`src/rtl/cmul_seq_ctrl.sv`:
```
// cmul_seq_ctrl
//   Sequencer for a complex multiply (a_re + j*a_im) * (b_re + j*b_im) that
//   reuses a single signed W x W multiplier over four cycles:
//     RR: acc_re  = ar*br
//     II: acc_re -= ai*bi
//     RI: acc_im  = ar*bi
//     IR: acc_im += ai*br, results registered, out_valid raised
//   Only one operation is in flight at a time. Minimum issue interval is 6 cycles.
//
// Ports
//   clk, rst            clock (rising edge), synchronous active-high reset
//   in_valid/in_ready   operand handshake; real_a, imag_a, real_b, imag_b (signed W)
//   out_valid/out_ready result handshake; real_out, imag_out (signed 2W+1)
//   busy                high whenever the sequencer is not in IDLE
//   done_count          results consumed so far, wraps modulo 2^CNT_W
//
// Handshake semantics (both sides): a transfer happens on a rising edge where
// valid && ready are both high. A producer holding valid keeps its data stable
// until the transfer. in_ready is high only in IDLE and never during reset.
// out_valid and the result stay stable until the consumer takes them.
// in_ready does not rise in the cycle a result is consumed.

module cmul_seq_ctrl #(
    parameter int W     = 18,
    parameter int CNT_W = 16
) (
    input  logic                 clk,
    input  logic                 rst,
    input  logic                 in_valid,
    output logic                 in_ready,
    input  logic signed [W-1:0]  real_a,
    input  logic signed [W-1:0]  imag_a,
    input  logic signed [W-1:0]  real_b,
    input  logic signed [W-1:0]  imag_b,
    output logic                 out_valid,
    input  logic                 out_ready,
    output logic signed [2*W:0]  real_out,
    output logic signed [2*W:0]  imag_out,
    output logic                 busy,
    output logic [CNT_W-1:0]     done_count
);

    typedef enum logic [2:0] {
        S_IDLE = 3'd0,
        S_RR   = 3'd1,
        S_II   = 3'd2,
        S_RI   = 3'd3,
        S_IR   = 3'd4,
        S_DONE = 3'd5
    } state_t;

    state_t state;

    // Operands are captured only on the accept edge.
    logic signed [W-1:0]   ar_q, ai_q, br_q, bi_q;
    logic signed [W-1:0]   mul_a, mul_b;
    logic signed [2*W-1:0] prod;
    logic signed [2*W:0]   prod_ext;
    logic signed [2*W:0]   acc_re, acc_im;

    // Operand selection for the single shared multiplier.
    always_comb begin
        mul_a = ar_q;
        mul_b = br_q;
        case (state)
            S_RR: begin mul_a = ar_q; mul_b = br_q; end
            S_II: begin mul_a = ai_q; mul_b = bi_q; end
            S_RI: begin mul_a = ar_q; mul_b = bi_q; end
            S_IR: begin mul_a = ai_q; mul_b = br_q; end
            default: begin mul_a = ar_q; mul_b = br_q; end
        endcase
    end

    // Size casts on signed operands sign-extend, giving a full 2W product.
    assign prod     = (2*W)'(mul_a) * (2*W)'(mul_b);
    // One extra bit of headroom: min*min + min*min = 2^(2W-1) fits in 2W+1.
    assign prod_ext = {prod[2*W-1], prod};

    assign in_ready = (state == S_IDLE) && !rst;
    assign busy     = (state != S_IDLE);

    always_ff @(posedge clk) begin
        if (rst) begin
            state      <= S_IDLE;
            out_valid  <= 1'b0;
            real_out   <= '0;
            imag_out   <= '0;
            done_count <= '0;
            acc_re     <= '0;
            acc_im     <= '0;
            ar_q       <= '0;
            ai_q       <= '0;
            br_q       <= '0;
            bi_q       <= '0;
        end else begin
            case (state)
                S_IDLE: begin
                    if (in_valid) begin
                        ar_q  <= real_a;
                        ai_q  <= imag_a;
                        br_q  <= real_b;
                        bi_q  <= imag_b;
                        state <= S_RR;
                    end
                end
                S_RR: begin
                    acc_re <= prod_ext;
                    state  <= S_II;
                end
                S_II: begin
                    acc_re <= acc_re - prod_ext;
                    state  <= S_RI;
                end
                S_RI: begin
                    acc_im <= prod_ext;
                    state  <= S_IR;
                end
                S_IR: begin
                    acc_im    <= acc_im + prod_ext;
                    real_out  <= acc_re;
                    imag_out  <= acc_im + prod_ext;
                    out_valid <= 1'b1;
                    state     <= S_DONE;
                end
                S_DONE: begin
                    if (out_ready) begin
                        out_valid  <= 1'b0;
                        done_count <= done_count + CNT_W'(1);
                        state      <= S_IDLE;
                    end
                end
                default: begin
                    state     <= S_IDLE;
                    out_valid <= 1'b0;
                end
            endcase
        end
    end

endmodule

```
`config.mk`:
```
export PLATFORM = sky130hd
export DESIGN_NAME = cmul_seq_ctrl
export DESIGN_NICKNAME = d
export VERILOG_FILES = /design/src/rtl/cmul_seq_ctrl.sv
export SDC_FILE = /design/constraint.sdc
export NUM_CORES = 2
export LEC_CHECK = 0
export BUFFER_PORTS_ARGS = -buffer_cell sky130_fd_sc_hd__clkbuf_2
export CORE_MARGIN = 2
export CORE_UTILIZATION = 40
export DETAILED_ROUTE_END_ITERATION = 16
export HOLD_SLACK_MARGIN = 0.02
export PLACE_DENSITY = 0.54
export REMOVE_ABC_BUFFERS = 1
export SLEW_MARGIN = 0
export SYNTH_ARGS = -nofsm -noshare
export SYNTH_HDL_FRONTEND = slang
export SYNTH_SLANG_ARGS = --single-unit
```
`constraint.sdc`:
```
create_clock -name clk -period 30.9 [get_ports clk]
set_clock_uncertainty 0.1 [all_clocks]
set_input_delay 4.635 -clock clk [delete_from_list [all_inputs] [get_ports clk]]
set_output_delay 4.635 -clock clk [all_outputs]
set_load 0.01 [all_outputs]
```
**Yosys cells after proc, flatten, opt, wreduce, memory -nomap -nowiden**

Index checks and enable logic that the tools add are counted.

- RAM bits: 0
- Flip-flop bits (word level): 240
- Latch bits: 0
- Input port bits: 76
- Word-level logic and storage cells: 45
- ROM bits: 0
- Output and inout bits: 93
- Memories kept: 0

- Reduce and logical (&&, ||, !) cells: 13
- Multipliers: 1
- Multiplexer cells: 9
- Eq/ne operators: 7
- Order comparisons: 0
- Bitwise operators: 1
- Divide/modulo/power cells: 0
- Add/subtract/negate cells: 3
- Shift operators: 0

Operator list:

| kind | number |
|---|---|
| $pmux 37 s2 | 2 |
| $add 37x36->37 | 1 |
| $sub 37x36->37 | 1 |
| $mul 18x18->36 | 1 |
| $mux 18 | 2 |
| $pmux 3 s6 | 1 |
| $add 16x1->16 const B | 1 |
| $reduce_and 2->1 | 4 |
| $eq 3x2->1 const B | 2 |
| $eq 3x3->1 const B | 2 |
| $mux 3 | 2 |
| $ne 2x2->1 const B | 2 |
| $reduce_bool 2->1 | 2 |
| $reduce_or 2->1 | 2 |
| $reduce_or 4->1 | 1 |
| $eq 3x1->1 const B | 1 |
| $logic_not 3->1 | 1 |
| $pmux 1 s3 | 1 |
| $reduce_bool 3->1 | 1 |
| $logic_and 1x1->1 | 1 |
| $logic_not 1->1 | 1 |
| $mux 1 | 1 |
| $not 1->1 | 1 |

**Depth between registers and ports, before layout**

- Depth in word-level cells: 6
- Gate-level depth with buffers: 44
- Depth with buffers taken out: 40

**Worst setup path before layout**

OpenSTA, ideal clock, no wires.

- Path kind: input-to-output
- Start point: input rst
- End point: output in_ready
- Buffers on the path: 3
- Arrival time: 5.559 ns
- Data required time: 26.165 ns
- Cell stages on the path: 4
- Setup slack: 20.606 ns
- Path through: clkbuf_1 -> clkbuf_1 -> clkbuf_1 -> nor2_1

- Word-level cells in the longest chain between the ends: 2

Ends and longest elaborated chain:

| item | line | RTL |
|---|---|---|
| from (decl) | 28 | `input logic rst,` |
| $logic_not 1->1 | 79 | `assign in_ready = (state == S_IDLE) && !rst;` |
| $logic_and 1x1->1 | 79 |  |
| to (decl) | 30 | `output logic in_ready,` |

No other way between the ends.

**Final worst setup path**

- Start point: register state[2]
- End point: register acc_im[35]

- Word-level cells in the longest chain between the ends: 6
- Elaborated cells between the ends (all ways): 11
- Those cells by class: add/sub (1); mul (1); eq/ne (3); mux (3); reduce/logical (3)

Ends and longest elaborated chain:

| item | line | RTL |
|---|---|---|
| from (decl) | 52 | `state_t state;` |
| from (signal assigned) | 84 | `state <= S_IDLE;` |
| from (signal assigned) | 103 | `state <= S_RR;` |
| from (signal assigned) | 108 | `state <= S_II;` |
| $eq 3x3->1 (tied with other cells) | 65, 96 |  |
| $reduce_or 2->1 (no line) | -- |  |
| $mux 18 | 65 | `case (state)` |
| $mul 18x18->36 | 75 | `assign prod = (2*W)'(mul_a) * (2*W)'(mul_b);` |
| $add 37x36->37 | 119 | `acc_im <= acc_im + prod_ext;` |
| $pmux 37 s2 | 96 | `case (state)` |
| to (signal assigned) | 115 | `acc_im <= prod_ext;` |
| to (signal assigned) | 119 |  |
| to (decl) | 59 | `logic signed [2*W:0] acc_re, acc_im;` |

Several ways; a longest one is shown, not always the timed one.
A chain may end at the register's enable or synchronous reset.

==> impl_metrics.py <==
metrics = {
    "floorplanning": {
        "die_h_um": 256.1,
        "die_x_um": 256.1,
        "initial_core_util_pct": 40.38,
        "dieArea_um2": 65600,
        "io-pin-count": 169,
        "rows": 92,
        "core_region_area_um2": 62970,
    },
    "route": {
        "drt_iter0_markers": 1286,
        "dr.pass1.iters": 5,
        "drc_errors": 0,
        "vias": 21388,
        "wl_per_cell_um": 17.68,
        "wl_um": 72530,
        "viasPerCell": 5.215,
        "ant_nets": 0,
    },
    "synthesis": {
        "syn_inst": 3135,
        "syn-cell-area_um2": 25430,
        "yosys_warnings": 0,
        "async_flop_share_pct": 0,
        "yosys.area.top_type": "fa_1",
        "synth_edf_count": 0,
        "ys_ff_latch": 240,
        "synthTopCellsByArea": "fa_1, dfxtp_1, nand2_1, ha_1, inv_1",
        "synth_top_area_share_pct": 26.06,
        "yosysUniqueCellTypes": 86,
        "syn_avg_cell_area_um2": 8.111,
        "synth_seq_area_share_pct": 18.90,
        "synth_ff_type": "dfxtp_1",
    },
    "flow_run": {
        "drv_cap": 0,
    },
    "worst_setup_path": {
        "critical_path_class": "reg -> reg",
        "worst_path_max_delay_cell": "mux2i_1",
        "crit_family": "adder cells",
        "cp_slowest_stage_delay_ps": 1060,
        "crit_fanout": 57,
        "path_buf_inv": 9,
        "start_kind": "register",
        "reg2reg_depth": 40,
        "cp.depth": 40,
        "end_kind": "register",
        "crit_arrival_ps": 12010,
        "critical_path_required_ps": 31260,
        "r2r_slack_ps": 19250,
        "r2r_end": "acc_im[35]",
        "regToRegStartpoint": "state[2]",
    },
    "timing": {
        "setup_slack_ps": 19250,
        "max_slew_margin_pct": 16.06,
        "finalHoldViolCount": 0,
        "setup_viol": 0,
        "slew_viol_final": 0,
        "worst_slew_pin_slew_ps": 1224,
        "period_share_pct": 37.70,
        "hold_ws_ps": 351.8,
        "rsz0062_at_grt": "no",
        "fin_setup_tns_ps": 0,
        "max_freq_mhz": 85.85,
        "min_period_ps": 11650,
    },
    "clocking": {
        "insertion_delay_ps": 600,
        "hold_buffers": 0,
        "cts-buffers-inserted": 30,
        "clock_sinks": 240,
        "cts_htree_levels": 1,
        "cts_tree": "built",
        "post_cts_buffers": 0,
        "cts_buffer_depth": 3,
        "ctsResizeCount": 0,
        "clk_pin_slew_worst_paths_ps": 60,
        "root_buffer": "clkbuf_16",
    },
    "power": {
        "leakage_nw": 13.11,
        "peakVddDrop_mv": 0.04649,
        "power_density_nw_per_um2": 65.74,
        "power_w": 0.001853,
    },
    "grt": {
        "grt_pass1_wl_um": 120400,
        "antenna_found_initial": 0,
        "overflow": 0,
        "grt.total_usage_pct": 22.53,
        "grt_max_degree": 102,
        "grt_pass1_vias": 21831,
    },
    "hold_path": {
        "min_path_cells": 2,
        "hold_class": "reg -> reg",
        "min-delay-start": "real_out[2]",
        "min_delay_worst_endpoint": "real_out[2]",
    },
    "finish": {
        "final_common_cell": "nand2_1",
        "nFillCells": 6342,
        "layout_common_cells": "nand2_1, inv_1, fa_1",
        "num_antenna_cells": 0,
        "syn_to_final_growth_pct": 10.85,
        "design_area_um2": 28180,
        "finalNetCount": 3798,
        "layout-drive-gt1-share_pct": 10.72,
    },
    "place": {
        "place_area_um2": 27140,
        "numPortBuffers": 168,
        "hpwlAfterDp_um": 57010,
        "gp_congestion": 0.9351,
        "post-place-ws_ps": 19290,
    },
    "outcome": {
        "status": "finished clean",
    },
}
-- metrics by stage --
step / std cells / util [%]
6_report: 4101 / 44.76
5_1_grt: 4101 / 44.76
4_1_cts: 4101 / 44.76
3_5_place_dp: 4046 / 43.11
3_3_place_gp: 4046 / 43.11
2_1_floorplan: 2992 / -
-- logic make-up (layout without fill, tap and decap cells) --
kind of cell / count (synthesis) / count (layout) / synth area share [%]
and+or+nand+nor: 1027 / 1027 / 16.95
AOI/OAI and AO/OA: 640 / 640 / 15.32
buffers and inverters: 567 / 687 / 8.493
adders and majority gates: 495 / 495 / 34.09
DFF: 240 / 240 / 18.90
xor gates and xnor gates: 96 / 96 / 3.336
muxes: 70 / 70 / 2.923
-- sequential cells by signal, summed over array words and instances (netlist names) --
| signal | flops |
|---|---|
| done_count | 16 |
| real_out | 37 |
| br_q | 18 |
| out_valid | 1 |
| acc_re | 37 |
| state | 3 |
| ar_q | 18 |
| acc_im | 37 |
| imag_out | 37 |
| bi_q | 18 |
| ai_q | 18 |
-- tightest hold or removal path, cell delays in order (launching register included) --
cell     delay, ps
dfxtp_1        310
nand2_1         50
a21oi_1         50
-- synth_stat cells (30+ instances only) --
cell type  count
nor2_1       299
clkbuf_1     125
a21o_1        42
nand3_1       34
xnor2_1       60
mux2i_1       39
fa_1         331
inv_1        421
o21ai_0      124
nand2_1      537
xor2_1        35
mux2_2        30
a21oi_1      285
ha_1         159
dfxtp_1      240
-- where the power goes --
part           internal (W)  switching, W
registers          0.000339     0.0000308
logic              0.000419      0.000686
clock network      0.000229      0.000150
total              0.000986      0.000867
-- how the worst max path moves through the flow --
stage / startpoint / endpoint / slack [ps]
2_1_floorplan: state[2] / acc_im[35] / 17810
3_3_place_gp: state[2] / acc_re[34] / 19550
3_5_place_dp: state[2] / acc_im[35] / 19290
4_1_cts: state[2] / acc_im[35] / 19270
5_1_grt: state[2] / imag_out[35] / 18390
6_report: state[2] / acc_im[35] / 19250
-- routing by layer --
layer	up-vias	wire [um]	GRT usage [%]
met4	0	1723	5.458
met5	-	0	0
met1	10479	34090	31.90
met3	92	3002	2.426
met2	454	33720	36.85
li1	10363	-	-
-- area by class of cell --
type	count	area [um^2]	share of cell area [%]
multi-input cells	2328	18520	65.72
flip-flops and latches	240	4805	17.05
inverters	424	1597	5.665
repair buffers	208	1162	4.124
well taps	846	1059	3.756
clock buffers	39	825.8	2.930
clock inverters	16	215.2	0.7636
No activity file was read; power rests on OpenSTA's default activity.
